`config.mk`:
```
export PLATFORM = sky130hd
export DESIGN_NAME = n101_icb_line_fetch
export DESIGN_NICKNAME = d
export VERILOG_FILES = /design/src/rtl/n101_icb_line_fetch_pkg.sv /design/src/rtl/n101_icb_line_fetch_dff.sv /design/src/rtl/n101_icb_line_fetch.sv
export SDC_FILE = /design/constraint.sdc
export NUM_CORES = 1
export LEC_CHECK = 0
export CORE_ASPECT_RATIO = 0.7
export CORE_UTILIZATION = 32
export DETAILED_ROUTE_END_ITERATION = 8
export PLACE_DENSITY_LB_ADDON = 0.2
export SLEW_MARGIN = 15
export SYNTH_ARGS = -nofsm -noshare
export SYNTH_HDL_FRONTEND = slang
export SYNTH_SLANG_ARGS = --single-unit
```
`constraint.sdc`:
```
create_clock -name clk -period 1.6 [get_ports clk]
set_clock_uncertainty 0.05 [all_clocks]
set_input_delay 0.16 -clock clk [delete_from_list [all_inputs] [get_ports clk]]
set_output_delay 0.16 -clock clk [all_outputs]
set_load 0.01 [all_outputs]
```
`src/rtl/n101_icb_line_fetch_pkg.sv`:
```
// Shared n101 line-fetch definitions: FSM encoding and helpers for derived widths.
// The cache controller imports this package as well.
package n101_icb_line_fetch_pkg;

    localparam logic [1:0] ST_IDLE  = 2'd0;
    localparam logic [1:0] ST_FETCH = 2'd1;
    localparam logic [1:0] ST_DRAIN = 2'd2;

    // Outstanding counter must hold 0..4.
    localparam int OUT_W = 3;

    function automatic int idx_width(input int words);
        return $clog2(words);
    endfunction

    function automatic int ofs_width(input int words);
        return $clog2(words) + 2;
    endfunction

endpackage

```
`src/rtl/n101_icb_line_fetch_dff.sv`:
```
// General load-enable flop cell with synchronous active-low reset to zero.
module n101_gnrl_dfflr #(
    parameter int DW = 32
) (
    input  logic          clk,
    input  logic          rst_n,
    input  logic          lden,
    input  logic [DW-1:0] dnxt,
    output logic [DW-1:0] qout
);

    always_ff @(posedge clk) begin
        if (!rst_n) begin
            qout <= '0;
        end else if (lden) begin
            qout <= dnxt;
        end
    end

endmodule

```
`src/rtl/n101_icb_line_fetch.sv`:
```
// ICB read master refilling one I-cache line, critical word first with wrap,
// keeping up to OUTS reads in flight and forwarding responses as indexed beats.
module n101_icb_line_fetch
    import n101_icb_line_fetch_pkg::*;
#(
    parameter int AW         = 12,
    parameter int DW         = 32,
    parameter int LINE_WORDS = 4,
    parameter int OUTS       = 2
) (
    input  logic                                clk,
    input  logic                                rst_n,
    input  logic                                req_valid,
    output logic                                req_ready,
    input  logic [AW-1:0]                       req_addr,
    output logic                                beat_valid,
    input  logic                                beat_ready,
    output logic [DW-1:0]                       beat_data,
    output logic [idx_width(LINE_WORDS)-1:0]    beat_idx,
    output logic                                beat_err,
    output logic                                beat_last,
    output logic                                busy,
    output logic                                icb_cmd_valid,
    input  logic                                icb_cmd_ready,
    output logic                                icb_cmd_read,
    output logic [AW-1:0]                       icb_cmd_addr,
    output logic [DW-1:0]                       icb_cmd_wdata,
    output logic [DW/8-1:0]                     icb_cmd_wmask,
    input  logic                                icb_rsp_valid,
    output logic                                icb_rsp_ready,
    input  logic [DW-1:0]                       icb_rsp_rdata,
    input  logic                                icb_rsp_err
);

    localparam int IDX_W  = idx_width(LINE_WORDS);
    localparam int OFS_W  = ofs_width(LINE_WORDS);
    localparam int LINE_W = AW - OFS_W;

    typedef logic [IDX_W-1:0] idx_t;
    typedef logic [IDX_W:0]   cnt_t;
    typedef logic [OUT_W-1:0] out_t;

    localparam cnt_t LAST_CNT = cnt_t'(LINE_WORDS - 1);
    localparam out_t OUTS_MAX = out_t'(OUTS);

    logic [1:0]        state_q, state_d;
    logic [LINE_W-1:0] line_q, line_d;
    idx_t              cmd_idx_q, cmd_idx_d;
    idx_t              beat_idx_q, beat_idx_d;
    out_t              outst_q, outst_d;
    cnt_t              cmd_cnt_q, cmd_cnt_d;
    cnt_t              rsp_cnt_q, rsp_cnt_d;

    logic active;
    logic req_hs;
    logic cmd_hs;
    logic rsp_hs;
    logic unused_addr_lsb;

    assign active          = (state_q != ST_IDLE);
    assign req_ready       = (state_q == ST_IDLE);
    assign busy            = active;
    assign req_hs          = req_valid && req_ready;

    // A response retiring this cycle does not open a slot until the next one.
    assign icb_cmd_valid   = (state_q == ST_FETCH) && (outst_q < OUTS_MAX);
    assign cmd_hs          = icb_cmd_valid && icb_cmd_ready;
    assign icb_cmd_read    = 1'b1;
    assign icb_cmd_addr    = {line_q, cmd_idx_q, 2'b00};
    assign icb_cmd_wdata   = '0;
    assign icb_cmd_wmask   = '0;

    assign icb_rsp_ready   = beat_ready && active;
    assign beat_valid      = icb_rsp_valid && active;
    assign rsp_hs          = icb_rsp_valid && icb_rsp_ready;
    assign beat_data       = icb_rsp_rdata;
    assign beat_err        = icb_rsp_err;
    assign beat_idx        = beat_idx_q;
    assign beat_last       = (rsp_cnt_q == LAST_CNT);

    assign unused_addr_lsb = ^req_addr[1:0];

    always_comb begin
        state_d    = state_q;
        line_d     = line_q;
        cmd_idx_d  = cmd_hs ? cmd_idx_q + 1'b1 : cmd_idx_q;
        cmd_cnt_d  = cmd_hs ? cmd_cnt_q + 1'b1 : cmd_cnt_q;
        beat_idx_d = rsp_hs ? beat_idx_q + 1'b1 : beat_idx_q;
        rsp_cnt_d  = rsp_hs ? rsp_cnt_q + 1'b1 : rsp_cnt_q;
        outst_d    = outst_q;
        if (cmd_hs && !rsp_hs) begin
            outst_d = outst_q + 1'b1;
        end else if (!cmd_hs && rsp_hs) begin
            outst_d = outst_q - 1'b1;
        end

        case (state_q)
            ST_IDLE: begin
                if (req_hs) begin
                    state_d    = ST_FETCH;
                    line_d     = req_addr[AW-1:OFS_W];
                    cmd_idx_d  = req_addr[OFS_W-1:2];
                    beat_idx_d = req_addr[OFS_W-1:2];
                    cmd_cnt_d  = '0;
                    rsp_cnt_d  = '0;
                    outst_d    = '0;
                end
            end
            ST_FETCH: begin
                if (cmd_hs && (cmd_cnt_q == LAST_CNT)) begin
                    state_d = ST_DRAIN;
                end
            end
            ST_DRAIN: begin
                if (rsp_hs && (rsp_cnt_q == LAST_CNT)) begin
                    state_d = ST_IDLE;
                end
            end
            default: begin
                state_d = ST_IDLE;
            end
        endcase
    end

    n101_gnrl_dfflr #(.DW(2)) u_state_dff (
        .clk(clk), .rst_n(rst_n), .lden(1'b1), .dnxt(state_d), .qout(state_q)
    );

    n101_gnrl_dfflr #(.DW(LINE_W)) u_line_dff (
        .clk(clk), .rst_n(rst_n), .lden(1'b1), .dnxt(line_d), .qout(line_q)
    );

    n101_gnrl_dfflr #(.DW(IDX_W)) u_cmd_idx_dff (
        .clk(clk), .rst_n(rst_n), .lden(1'b1), .dnxt(cmd_idx_d), .qout(cmd_idx_q)
    );

    n101_gnrl_dfflr #(.DW(IDX_W)) u_beat_idx_dff (
        .clk(clk), .rst_n(rst_n), .lden(1'b1), .dnxt(beat_idx_d), .qout(beat_idx_q)
    );

    n101_gnrl_dfflr #(.DW(OUT_W)) u_outst_dff (
        .clk(clk), .rst_n(rst_n), .lden(1'b1), .dnxt(outst_d), .qout(outst_q)
    );

    n101_gnrl_dfflr #(.DW(IDX_W+1)) u_cmd_cnt_dff (
        .clk(clk), .rst_n(rst_n), .lden(1'b1), .dnxt(cmd_cnt_d), .qout(cmd_cnt_q)
    );

    n101_gnrl_dfflr #(.DW(IDX_W+1)) u_rsp_cnt_dff (
        .clk(clk), .rst_n(rst_n), .lden(1'b1), .dnxt(rsp_cnt_d), .qout(rsp_cnt_q)
    );

endmodule

```
==> flow_summary.json <==
{
  "dr.first_iter.drc_count": 32,
  "slowest_delay_ps": 470,
  "fillCellCount": 531,
  "p_leak_nw": 0.7624,
  "cts_tree": "done",
  "crit_end": "busy",
  "syn_inst": 193,
  "die_y_um": 61.72,
  "numPortBuffers": 33,
  "root_buffer": "clkbuf_8",
  "drc_errors": 0,
  "critPathLaunch": "u_state_dff.qout[1]",
  "path_clk_slew_ps": 80,
  "ys_seq_elements": 23,
  "dr.pass1.iters": 4,
  "cts_max_level": 1,
  "die-area_sq_um": 5389,
  "whs_ps": 270.0,
  "ys_seq_area_share_pct": 28.24,
  "synth-edff-count": 0,
  "overflow": 0,
  "seq_area_sq_um": 465.4,
  "rr_endpoint": "u_state_dff.qout[0]",
  "vias": 1035,
  "whs_path_depth": 0,
  "cp_cell_sequence": "nor2_4 -> inv_1 -> clkdlybuf4s50_1",
  "critPathRequiredTime_ps": 1390,
  "routed_wl_um": 2622,
  "n_antenna_cell": 0,
  "routabilityCongestion": 0.7138,
  "worstSkewPairLatency_ps": 260,
  "crit_type": "flop to primary output",
  "clock-sinks": 23,
  "fmaxAchievable_mhz": 662.8,
  "start_util_pct": 33.72,
  "dp_slack_ps": -48.68,
  "syn_area_per_cell_sq_um": 8.447,
  "synthToLayoutAreaGrowth_pct": 7.444,
  "grt_pass1_vias": 875,
  "finalWorstSetupSlack_ps": 91.29,
  "cts_setup_buffers": 0,
  "fin_crit_ps": 1509,
  "worst_ir_drop_vdd_mv": 0.3815,
  "grt_pass1_wl_um": 3995,
  "wl_per_cell_um": 9.675,
  "die_x_um": 87.31,
  "numCtsBuffers": 3,
  "hp-class": "input pin to primary output",
  "yosysWarnings": 0,
  "start_kind": "flop",
  "antenna_found_initial": 0,
  "cp_max_fo": 7,
  "ant_nets": 0,
  "setup_violations": 0,
  "rsz0062_at_grt": "false",
  "final-max-slew-violation-count": 0,
  "slowest_stage": "clkdlybuf4s50_1",
  "grt_usage_pct": 9.799,
  "clk_path_buf_depth": 2,
  "cp_data_arrival_time_ps": 1300,
  "cap_viol_max_count": 0,
  "status": "completed",
  "postCtsHoldBufs": 0,
  "ios": 141,
  "period_share_pct": 94.29,
  "r2r_cells": 4,
  "hold_viol": 0,
  "place_hpwl_um": 2051,
  "core_sq_um": 4835,
  "finalNetCount": 260,
  "synthArstFlopShare_pct": 0,
  "r2r_setup_slack_ps": 120,
  "grt_max_degree": 13,
  "r2r_start": "u_state_dff.qout[1]",
  "synth_cell_types": 34,
  "end_kind": "primary output",
  "ys_dominant_reg_cell": "dfxtp_1",
  "vias_per_cell": 3.819,
  "setup_tns_ps": 0,
  "fp-row-count": 21,
  "final_layout_size_suffix_gt1_share_pct": 12.38,
  "netlist_area_sq_um": 1630,
  "multi_input_area_sq_um": 706.9,
  "cellPowerDensity_nw_per_um2": 731.2
}
[cells in the final DEF, fill, tap and decap left out, types with 2 or more instances in the layout]
cell type,count
conb_1,39
ha_1,6
a211oi_1,2
dfxtp_1,21
inv_1,5
nand3_1,2
o21ai_0,2
dlymetal6s2s_1,2
a21boi_0,9
clkdlybuf4s50_1,28
dlygate4sd2_1,3
a21oi_1,9
nor2_1,5
xnor2_1,6
clkbuf_8,3
nand2_1,25
buf_4,13
nor2b_1,2
[logic make-up after synthesis]
logic type / Yosys count / share of synthesized area, %
compound gates: 27 / 11.36
simple gates: 45 / 14.20
other cells: 2 / 0.4606
buf+inv: 83 / 37.38
fa+ha+maj: 6 / 4.605
flops: 23 / 28.24
xor+xnor: 7 / 3.761
[worst min path at each step]
stage | endpoint | slack, ps | from
finish | beat_data[16] | 270 | icb_rsp_rdata[16]
floorplan | u_line_dff.qout[0] | 250 | req_addr[4]
CTS | beat_data[0] | 270 | icb_rsp_rdata[0]
detailed placement | beat_data[0] | 270 | icb_rsp_rdata[0]
global placement | beat_data[0] | 270 | icb_rsp_rdata[0]
global route | beat_data[17] | 270 | icb_rsp_rdata[17]
[flip-flops by register name (all words and copies together) (netlist names)]
signal / flops
u_rsp_cnt_dff.qout: 3
u_line_dff.qout: 8
u_cmd_cnt_dff.qout: 3
u_state_dff.qout: 2
u_beat_idx_dff.qout: 2
u_cmd_idx_dff.qout: 2
u_outst_dff.qout: 3
[cell type report]
| type | instances | area share, % |
|---|---|---|
| timing repair buffer | 46 | 24.50 |
| inverter | 5 | 1.071 |
| tap | 69 | 4.929 |
| sequential | 23 | 26.57 |
| clock buffer | 4 | 2.571 |
| multi-input combinational | 124 | 40.36 |
[timing repair]
action | CTS | global route
resized for setup | 7 | 3
endpoints found under the setup margin | 6 | 3
pin swaps | 0 | 0
[per-layer routing]
layer | GRT usage [%] | up-vias | wire length (um)
met4 | 3.279 | 0 | 27
met2 | 13.84 | 43 | 1080
met5 | 0 | - | 0
li1 | - | 527 | -
met1 | 13.80 | 463 | 1337
met3 | 3.567 | 2 | 177
[report_power, final]
| part | internal [mW] | switching, mW |
|---|---|---|
| sequential | 0.601 | 0.0271 |
| clock | 0.178 | 0.183 |
| combinational | 0.150 | 0.142 |
| total | 0.929 | 0.352 |
[worst max-delay path, delay by kind of cell (launching register included)]
kind | cells | cell delay (ps)
flops | 1 | 380
buf+inv | 2 | 520
simple gates | 1 | 140
[synth_stat cells, types with 2 or more instances]
master,number,area share (%)
a211oi_1,2,0.92
a21boi_0,9,4.1
a21oi_1,9,2.8
buf_2,3,0.92
buf_4,72,33
conb_1,2,0.46
dfxtp_1,23,28
ha_1,6,4.6
inv_1,5,1.2
nand2_1,25,5.8
nand3_1,2,0.61
nor2_1,6,1.4
nor2b_1,2,0.77
o21ai_0,2,0.61
xnor2_1,6,3.2
[through the flow]
step / cell area [sq um] / total power [mW] / util (%) / std cells
3_3_place_gp: 1693 / 0.9394 / 35.02 / 267
6_report: 1752 / 1.281 / 36.23 / 271
4_1_cts: 1742 / 1.307 / 36.02 / 271
3_5_place_dp: 1693 / 0.9386 / 35.02 / 267
2_1_floorplan: 1769 / 0.9607 / - / 230
5_1_grt: 1752 / 1.359 / 36.23 / 271
Power figures use the tool's default switching activity.
